### src/rtl/simon_sequencer.sv
// Simon memory game sequencer: grows a random button sequence, plays it back,
// then checks the player's echo of it, with timeout, loss and win states.
module simon_sequencer #(
  parameter int MAX_LEN       = 16,
  parameter int HOLD_TICKS    = 30,
  parameter int GAP_TICKS     = 15,
  parameter int TIMEOUT_TICKS = 300
) (
  input  logic       clk,
  input  logic       reset,
  input  logic       start,
  input  logic [1:0] playerNum,
  input  logic       playerPressed,
  output logic       simonTurn,
  output logic [1:0] simonNum,
  output logic       simonPressed,
  output logic [4:0] level,
  output logic       gameOver,
  output logic       win
);

  localparam int LEN_W  = $clog2(MAX_LEN + 1);
  localparam int IDX_W  = (MAX_LEN > 1) ? $clog2(MAX_LEN) : 1;
  localparam int MAX_HG = (HOLD_TICKS > GAP_TICKS) ? HOLD_TICKS : GAP_TICKS;
  localparam int MAX_T  = (MAX_HG > TIMEOUT_TICKS) ? MAX_HG : TIMEOUT_TICKS;
  localparam int CNT_W  = $clog2(MAX_T + 1);

  typedef enum logic [3:0] {
    IDLE, ADD, PLAY_ON, PLAY_OFF, WAIT_PRESS, WAIT_RELEASE, CHECK, OVER, WIN
  } state_t;

  state_t           state_q, state_d;
  logic [15:0]      lfsr_q, lfsr_d;
  logic [LEN_W-1:0] len_q, len_d;
  logic [IDX_W-1:0] idx_q, idx_d;
  logic [CNT_W-1:0] cnt_q, cnt_d;
  logic [1:0]       cap_q, cap_d;
  logic             turn_q, turn_d;
  logic             prev_q;
  logic [1:0]       seq_q [MAX_LEN];
  logic             seq_we;
  logic             press_rise;
  logic             last_idx;

  function automatic logic [15:0] lfsr_step(input logic [15:0] s);
    return {s[14:0], s[15] ^ s[13] ^ s[12] ^ s[10]};
  endfunction

  assign press_rise = playerPressed & ~prev_q;
  assign last_idx   = (LEN_W'(idx_q) == len_q - LEN_W'(1));

  always_comb begin
    state_d = state_q;
    lfsr_d  = lfsr_step(lfsr_q);
    len_d   = len_q;
    idx_d   = idx_q;
    cnt_d   = cnt_q;
    cap_d   = cap_q;
    turn_d  = turn_q;
    seq_we  = 1'b0;
    case (state_q)
      IDLE, OVER, WIN: begin
        if (start) begin
          len_d   = '0;
          state_d = ADD;
        end
      end
      ADD: begin
        seq_we  = 1'b1;
        len_d   = len_q + LEN_W'(1);
        idx_d   = '0;
        cnt_d   = '0;
        turn_d  = 1'b1;
        state_d = PLAY_ON;
      end
      PLAY_ON: begin
        if (cnt_q == CNT_W'(HOLD_TICKS - 1)) begin
          cnt_d   = '0;
          state_d = PLAY_OFF;
        end else begin
          cnt_d = cnt_q + CNT_W'(1);
        end
      end
      PLAY_OFF: begin
        if (cnt_q == CNT_W'(GAP_TICKS - 1)) begin
          cnt_d = '0;
          if (last_idx) begin
            idx_d   = '0;
            turn_d  = 1'b0;
            state_d = WAIT_PRESS;
          end else begin
            idx_d   = idx_q + IDX_W'(1);
            state_d = PLAY_ON;
          end
        end else begin
          cnt_d = cnt_q + CNT_W'(1);
        end
      end
      WAIT_PRESS: begin
        // Only a fresh edge counts, so a button held over from playback is ignored.
        if (press_rise) begin
          cap_d   = playerNum;
          state_d = WAIT_RELEASE;
        end else if (cnt_q == CNT_W'(TIMEOUT_TICKS - 1)) begin
          state_d = OVER;
        end else begin
          cnt_d = cnt_q + CNT_W'(1);
        end
      end
      WAIT_RELEASE: begin
        if (playerPressed) cap_d = playerNum;
        else               state_d = CHECK;
      end
      CHECK: begin
        if (cap_q != seq_q[idx_q]) begin
          state_d = OVER;
        end else if (!last_idx) begin
          idx_d   = idx_q + IDX_W'(1);
          cnt_d   = '0;
          state_d = WAIT_PRESS;
        end else if (len_q == LEN_W'(MAX_LEN)) begin
          state_d = WIN;
        end else begin
          state_d = ADD;
        end
      end
      default: state_d = IDLE;
    endcase
  end

  always_ff @(posedge clk) begin
    if (reset) begin
      state_q <= IDLE;
      lfsr_q  <= 16'hACE1;
      len_q   <= '0;
      idx_q   <= '0;
      cnt_q   <= '0;
      turn_q  <= 1'b0;
      prev_q  <= 1'b0;
    end else begin
      state_q <= state_d;
      lfsr_q  <= lfsr_d;
      len_q   <= len_d;
      idx_q   <= idx_d;
      cnt_q   <= cnt_d;
      turn_q  <= turn_d;
      prev_q  <= playerPressed;
    end
  end

  // Sequence memory and the captured player button carry data only, no reset.
  always_ff @(posedge clk) begin
    cap_q <= cap_d;
    if (seq_we) seq_q[len_q[IDX_W-1:0]] <= lfsr_q[1:0];
  end

  assign simonTurn    = turn_q;
  assign simonPressed = (state_q == PLAY_ON);
  assign simonNum     = turn_q ? seq_q[idx_q] : 2'b00;
  assign level        = 5'(len_q);
  assign gameOver     = (state_q == OVER);
  assign win          = (state_q == WIN);

endmodule

### config.mk
export PLATFORM = sky130hd
export DESIGN_NAME = simon_sequencer
export DESIGN_NICKNAME = d
export VERILOG_FILES = /design/src/rtl/simon_sequencer.sv
export SDC_FILE = /design/constraint.sdc
export NUM_CORES = 1
export LEC_CHECK = 0
export CORE_UTILIZATION = 30
export DETAILED_ROUTE_END_ITERATION = 8
export GPL_ROUTABILITY_DRIVEN = 0
export SLEW_MARGIN = 30
export SYNTH_ARGS = -nofsm -noshare
export SYNTH_HDL_FRONTEND = slang
export SYNTH_SLANG_ARGS = --single-unit
### constraint.sdc
create_clock -name clk -period 4.9 [get_ports clk]
set_input_delay 1.47 -clock clk [delete_from_list [all_inputs] [get_ports clk]]
set_output_delay 1.47 -clock clk [all_outputs]
set_load 0.02 [all_outputs]
== Word level (Yosys, flattened, before mapping) ==
Memories as Yosys holds them, arrays and structs flattened. A register that Yosys moved wholly into a read port is not among the register bits.
Cells that the tools add are included.
Storage, ports and cells
  output and inout port bits: 11
  memories kept: 1
  word-level logic and storage cells: 94
  bits in writable memories: 32
  bits of input ports: 6
  register bits after elaboration: 42
Operators by class
  equal/unequal tests: 26
  reductions and logical operators: 13
  bitwise gates (word level): 5
  $add $sub $neg: 4
  multiplexer cells: 37
Memories
  seq_q: depth 16, bits a word 2, read ports 1, clocked after Yosys merged registers in 1, write ports 1, RTL line 40  | logic [1:0] seq_q [MAX_LEN];
Operators with widths (number)
  4-bit 2-to-1 mux: 15
  9-bit 2-to-1 mux: 6
  9-bit one-hot mux with 5 select lines: 1
  4-bit one-hot mux with 7 select lines: 1
  2-bit inequality test, second input constant: 10
  4-bit by 3-bit equality test with 1-bit output, second input constant: 4
  4-bit one-hot mux with 3 select lines: 1
  5-bit one-hot mux with 2 select lines: 1
  5-bit AND reduction: 2
  9-bit by 1-bit adder with 9-bit output, second input constant: 1
  9-bit by 4-bit equality test with 1-bit output, second input constant: 1
  9-bit by 5-bit equality test with 1-bit output, second input constant: 1
  9-bit equality test, second input constant: 1
  4-bit by 2-bit equality test with 1-bit output, second input constant: 2
  2-bit 2-to-1 mux: 3
  3-bit AND reduction: 2
  2-bit nonzero test: 3
  5-bit by 1-bit adder with 5-bit output, second input constant: 1
  4-bit by 5-bit equality test with 1-bit output: 1
  5-bit equality test, second input constant: 1
  1-bit 2-to-1 mux: 5
  5-bit 2-to-1 mux: 1
  5-bit nonzero test: 1
  5-bit by 1-bit subtractor with 5-bit output, second input constant: 1
  17 further kinds: 19

== Longest topological paths before layout ==
  word-level depth: 7
  depth in mapped cells: 10
  depth with buffers taken out: 9

== Worst setup path before layout ==
Ideal clock, no wire load.
  path type: register to output
  start: register (tool-made name)
  end: output simonNum[1]
  buffers on the path: 1
  required time: 3.430 ns
  arrival: 1.704 ns
  stages on the path, launching flop included: 5
  slack: 1.726 ns
  cells stage by stage: dfxtp_1 -> buf_6 -> mux4_2 -> mux4_2 -> and2_1
RTL lines
  end: declaration: RTL line 15  | output logic [1:0] simonNum,

==> metrics.md <==
| Metric | Value |
|---|---|
| Power per Cell Area | `445.2 nW/um2` |
| Setup violators final | `0` |
| Clk Tree Root Cell | `clkbuf_16` |
| Total grt overflow | `0` |
| Most frequent CP cell | `mux4_2` |
| Tcrit/Tclk final | `86.06%` |
| Hold-critical path depth | `1` |
| Status | `finished, violations left` |
| Lkg Pwr | `1.391 nW` |
| Seq cells post-synth | `78` |
| Ports | `17` |
| First DRT Iteration DRCs | `210` |
| First-pass GRT wire length | `12.69 mm` |
| Core area | `11610 um2` |
| Sequential fraction of the synthesis area | `52.22%` |
| Crit Path Class | `reg2out` |
| Vias in the first global route | `2472` |
| Endpoints failing hold | `0` |
| Fmax | `237.1 MHz` |
| Max clock buf depth | `2` |
| EDFF count, synth | `34` |
| Count leader, synth | `dfxtp_1` |
| Unrepaired setup endpoints after global routing | `no` |
| Footprint of the multi-input gates | `1635 um2` |
| Levels on crit path | `4` |
| Clk slew on worst S/H paths | `0.06 ns` |
| Initial core utilization | `31.36%` |
| DRC | `1` |
| Placed wire-length estimate | `5.280 mm` |
| CP startpoint kind | `flip-flop` |
| Warnings from Yosys | `0` |
| ANT cells | `0` |
| # rows | `39` |
| Drt pass-1 iters | `7` |
| Dpl cell area | `3919 um2` |
| Min-Delay Path Class | `reg2reg` |
| Synth top cells by count | `dfxtp_1, nor2_1, edfxtp_1` |
| Avg Synthesized Cell Area | `10.44 um2` |
| Post-DR wirelength/cell | `14.66 um` |
| Die Height | `112.2 um` |
| Tmin final | `4.217 ns` |
| # resized after CTS | `0` |
| Slew headroom | `55.16%` |
| Final nets | `375` |
| FF-to-FF path depth | `7` |
| Delay-heaviest family, CP | `multiplexers` |
| Setup tns final | `0 ns` |
| Post-Layout Inst Area | `4219 um2` |
| Final WL | `7.463 mm` |
| Synth-to-Final Area Change | `15.84%` |
| Number of routed nets with antenna violations | `0` |
| Skew-Pair Late Insertion Delay | `0.34 ns` |
| Ys async rst share | `0%` |
| Pin count of the biggest net entering global routing | `26` |
| Slowest CP cell | `dfxtp_1` |
| Max cap viols | `0` |
| Inserted Clock Buffers | `9` |
| Sink Count | `78` |
| Initial antenna violation count | `0` |
| Share of the synthesized area in the top cell type | `28.03%` |
| Top FF cell, synth | `dfxtp_1` |
| Crit Path Max Fanout | `11` |
| Worst path cell trace | `mux4_2, mux4_2, and2_1, clkdlybuf4s50_1` |
| # hold bufs at CTS | `0` |
| Failing checks | `DRC` |
| Syn Inst Count | `349` |
| Crit path DAT | `2.75 ns` |
| FF+latch area | `1902 um2` |
| Via count | `2554` |
| Avg Vias per Cell | `5.018` |
| Mapped Area | `3642 um2` |
| Clk_skew | `0.007926 ns` |
| Maximum vdd drop | `0.1858 mV` |
| Die ar. | `12590 um2` |
| Critical Path Sink Type | `output pin` |
| Post-CTS Setup Inserts | `0` |
| Syn nets | `363` |
| # port buffers | `16` |
| Share of post-route cells with drive strength above 1 | `11.20%` |
| Netlist cell types | `54` |
| Max-slew violations | `0` |
| CTS tree | `yes` |
| Worst Path Buf+Inv | `1` |
| Critical path's largest stage delay | `0.66 ns` |
| Area leader, netlist | `edfxtp_1` |
| Main area contributors after synthesis | `edfxtp_1, dfxtp_1, mux4_2` |
| Die Wd | `112.2 um` |
| WP data required | `3.43 ns` |
| Tightest Pin Transition | `0.6701 ns` |
| GRT Resource Usage Total | `12.96%` |
| # fillers | `1180` |
| H-Tree Depth | `3` |
==> layer usage <==
layer	up-vias	GRT usage (%)	share of wire, %
li1	1278	-	-
met1	1228	16.72	46
met2	40	20.58	48
met3	8	4.158	4.3
met4	0	4.267	1.3
met5	-	0	0
==> through the flow <==
| stage | power, mW | util [%] | setup slack, ns | hold slack [ns] | instances |
|---|---|---|---|---|---|
| after CTS | 1.893 | 36.27 | 0.6368 | 0.4091 | 509 |
| after global routing | 1.986 | 36.33 | 0.5251 | 0.4135 | 509 |
| after detailed placement | 1.240 | 33.74 | 0.7528 | 0.3978 | 493 |
| after global placement | 1.234 | 33.74 | 0.8297 | 0.3925 | 493 |
| final | 1.878 | 36.33 | 0.6832 | 0.4038 | 509 |
| after floorplan | 1.126 | - | 1.726 | 0.3895 | 349 |
==> registers in the layout (all words and copies together), names as in the netlist, named ones only <==
register   flops
state_q        4
cnt_q          9
simonTurn      1
seq_q         32
cap_q          2
prev_q         1
level          5
lfsr_q        16
idx_q          4
==> cell families after synthesis <==
| family | Yosys count | share of synthesized area (%) |
|---|---|---|
| AO/OA/AOI/OAI | 55 | 10.07 |
| adder cells (fa/ha/maj) | 8 | 2.748 |
| multiplexers | 13 | 6.664 |
| AND/OR/NAND/NOR | 156 | 22.36 |
| flip-flops | 78 | 52.22 |
| XOR/XNOR | 12 | 2.886 |
| buffers and inverters | 27 | 3.057 |
==> placed cells by master (no fill, tap or decap), types with 5 or more instances in the layout <==
| master | instances |
|---|---|
| nor2b_1 | 19 |
| xnor2_1 | 7 |
| dfxtp_1 | 44 |
| or3_1 | 7 |
| and3_1 | 5 |
| nand2_1 | 19 |
| edfxtp_1 | 34 |
| inv_1 | 11 |
| nand2b_1 | 13 |
| xor2_1 | 5 |
| nor2_1 | 42 |
| o21ai_1 | 13 |
| clkdlybuf4s50_1 | 16 |
| nor3_1 | 15 |
| or2_2 | 9 |
| a21oi_1 | 13 |
| clkbuf_16 | 9 |
| mux4_2 | 9 |
| nand3_1 | 7 |
| ha_1 | 8 |
==> worst paths after layout <==
| kind | from | endpoint | slack (ns) |
|---|---|---|---|
| max | flip-flop | simonNum[1] | 0.68 |
| max reg2reg | flip-flop | cnt_q[7]$_SDFFE_PP0P_ | 1.45 |
| min reg2reg | lfsr_q[9]$_SDFF_PP0_ | lfsr_q[10]$_SDFF_PP1_ | 0.40 |
| min | lfsr_q[9]$_SDFF_PP0_ | lfsr_q[10]$_SDFF_PP1_ | 0.40 |
==> final cells by class <==
cell class	instances	share of cell area [%]
well taps	143	4.241
repair buffers	17	3.974
inverters	11	0.9786
clock buffers	9	5.338
clock inverters	7	1.631
multi-input cells	244	38.76
flip-flops and latches	78	45.08
==> report_power, final <==
group          switching, mW  internal, mW  leakage [nW]
Sequential            0.0772         0.730         0.665
Clock                  0.286         0.355         0.145
Combinational          0.257         0.173         0.581
No activity file was read; power rests on OpenSTA's default activity.
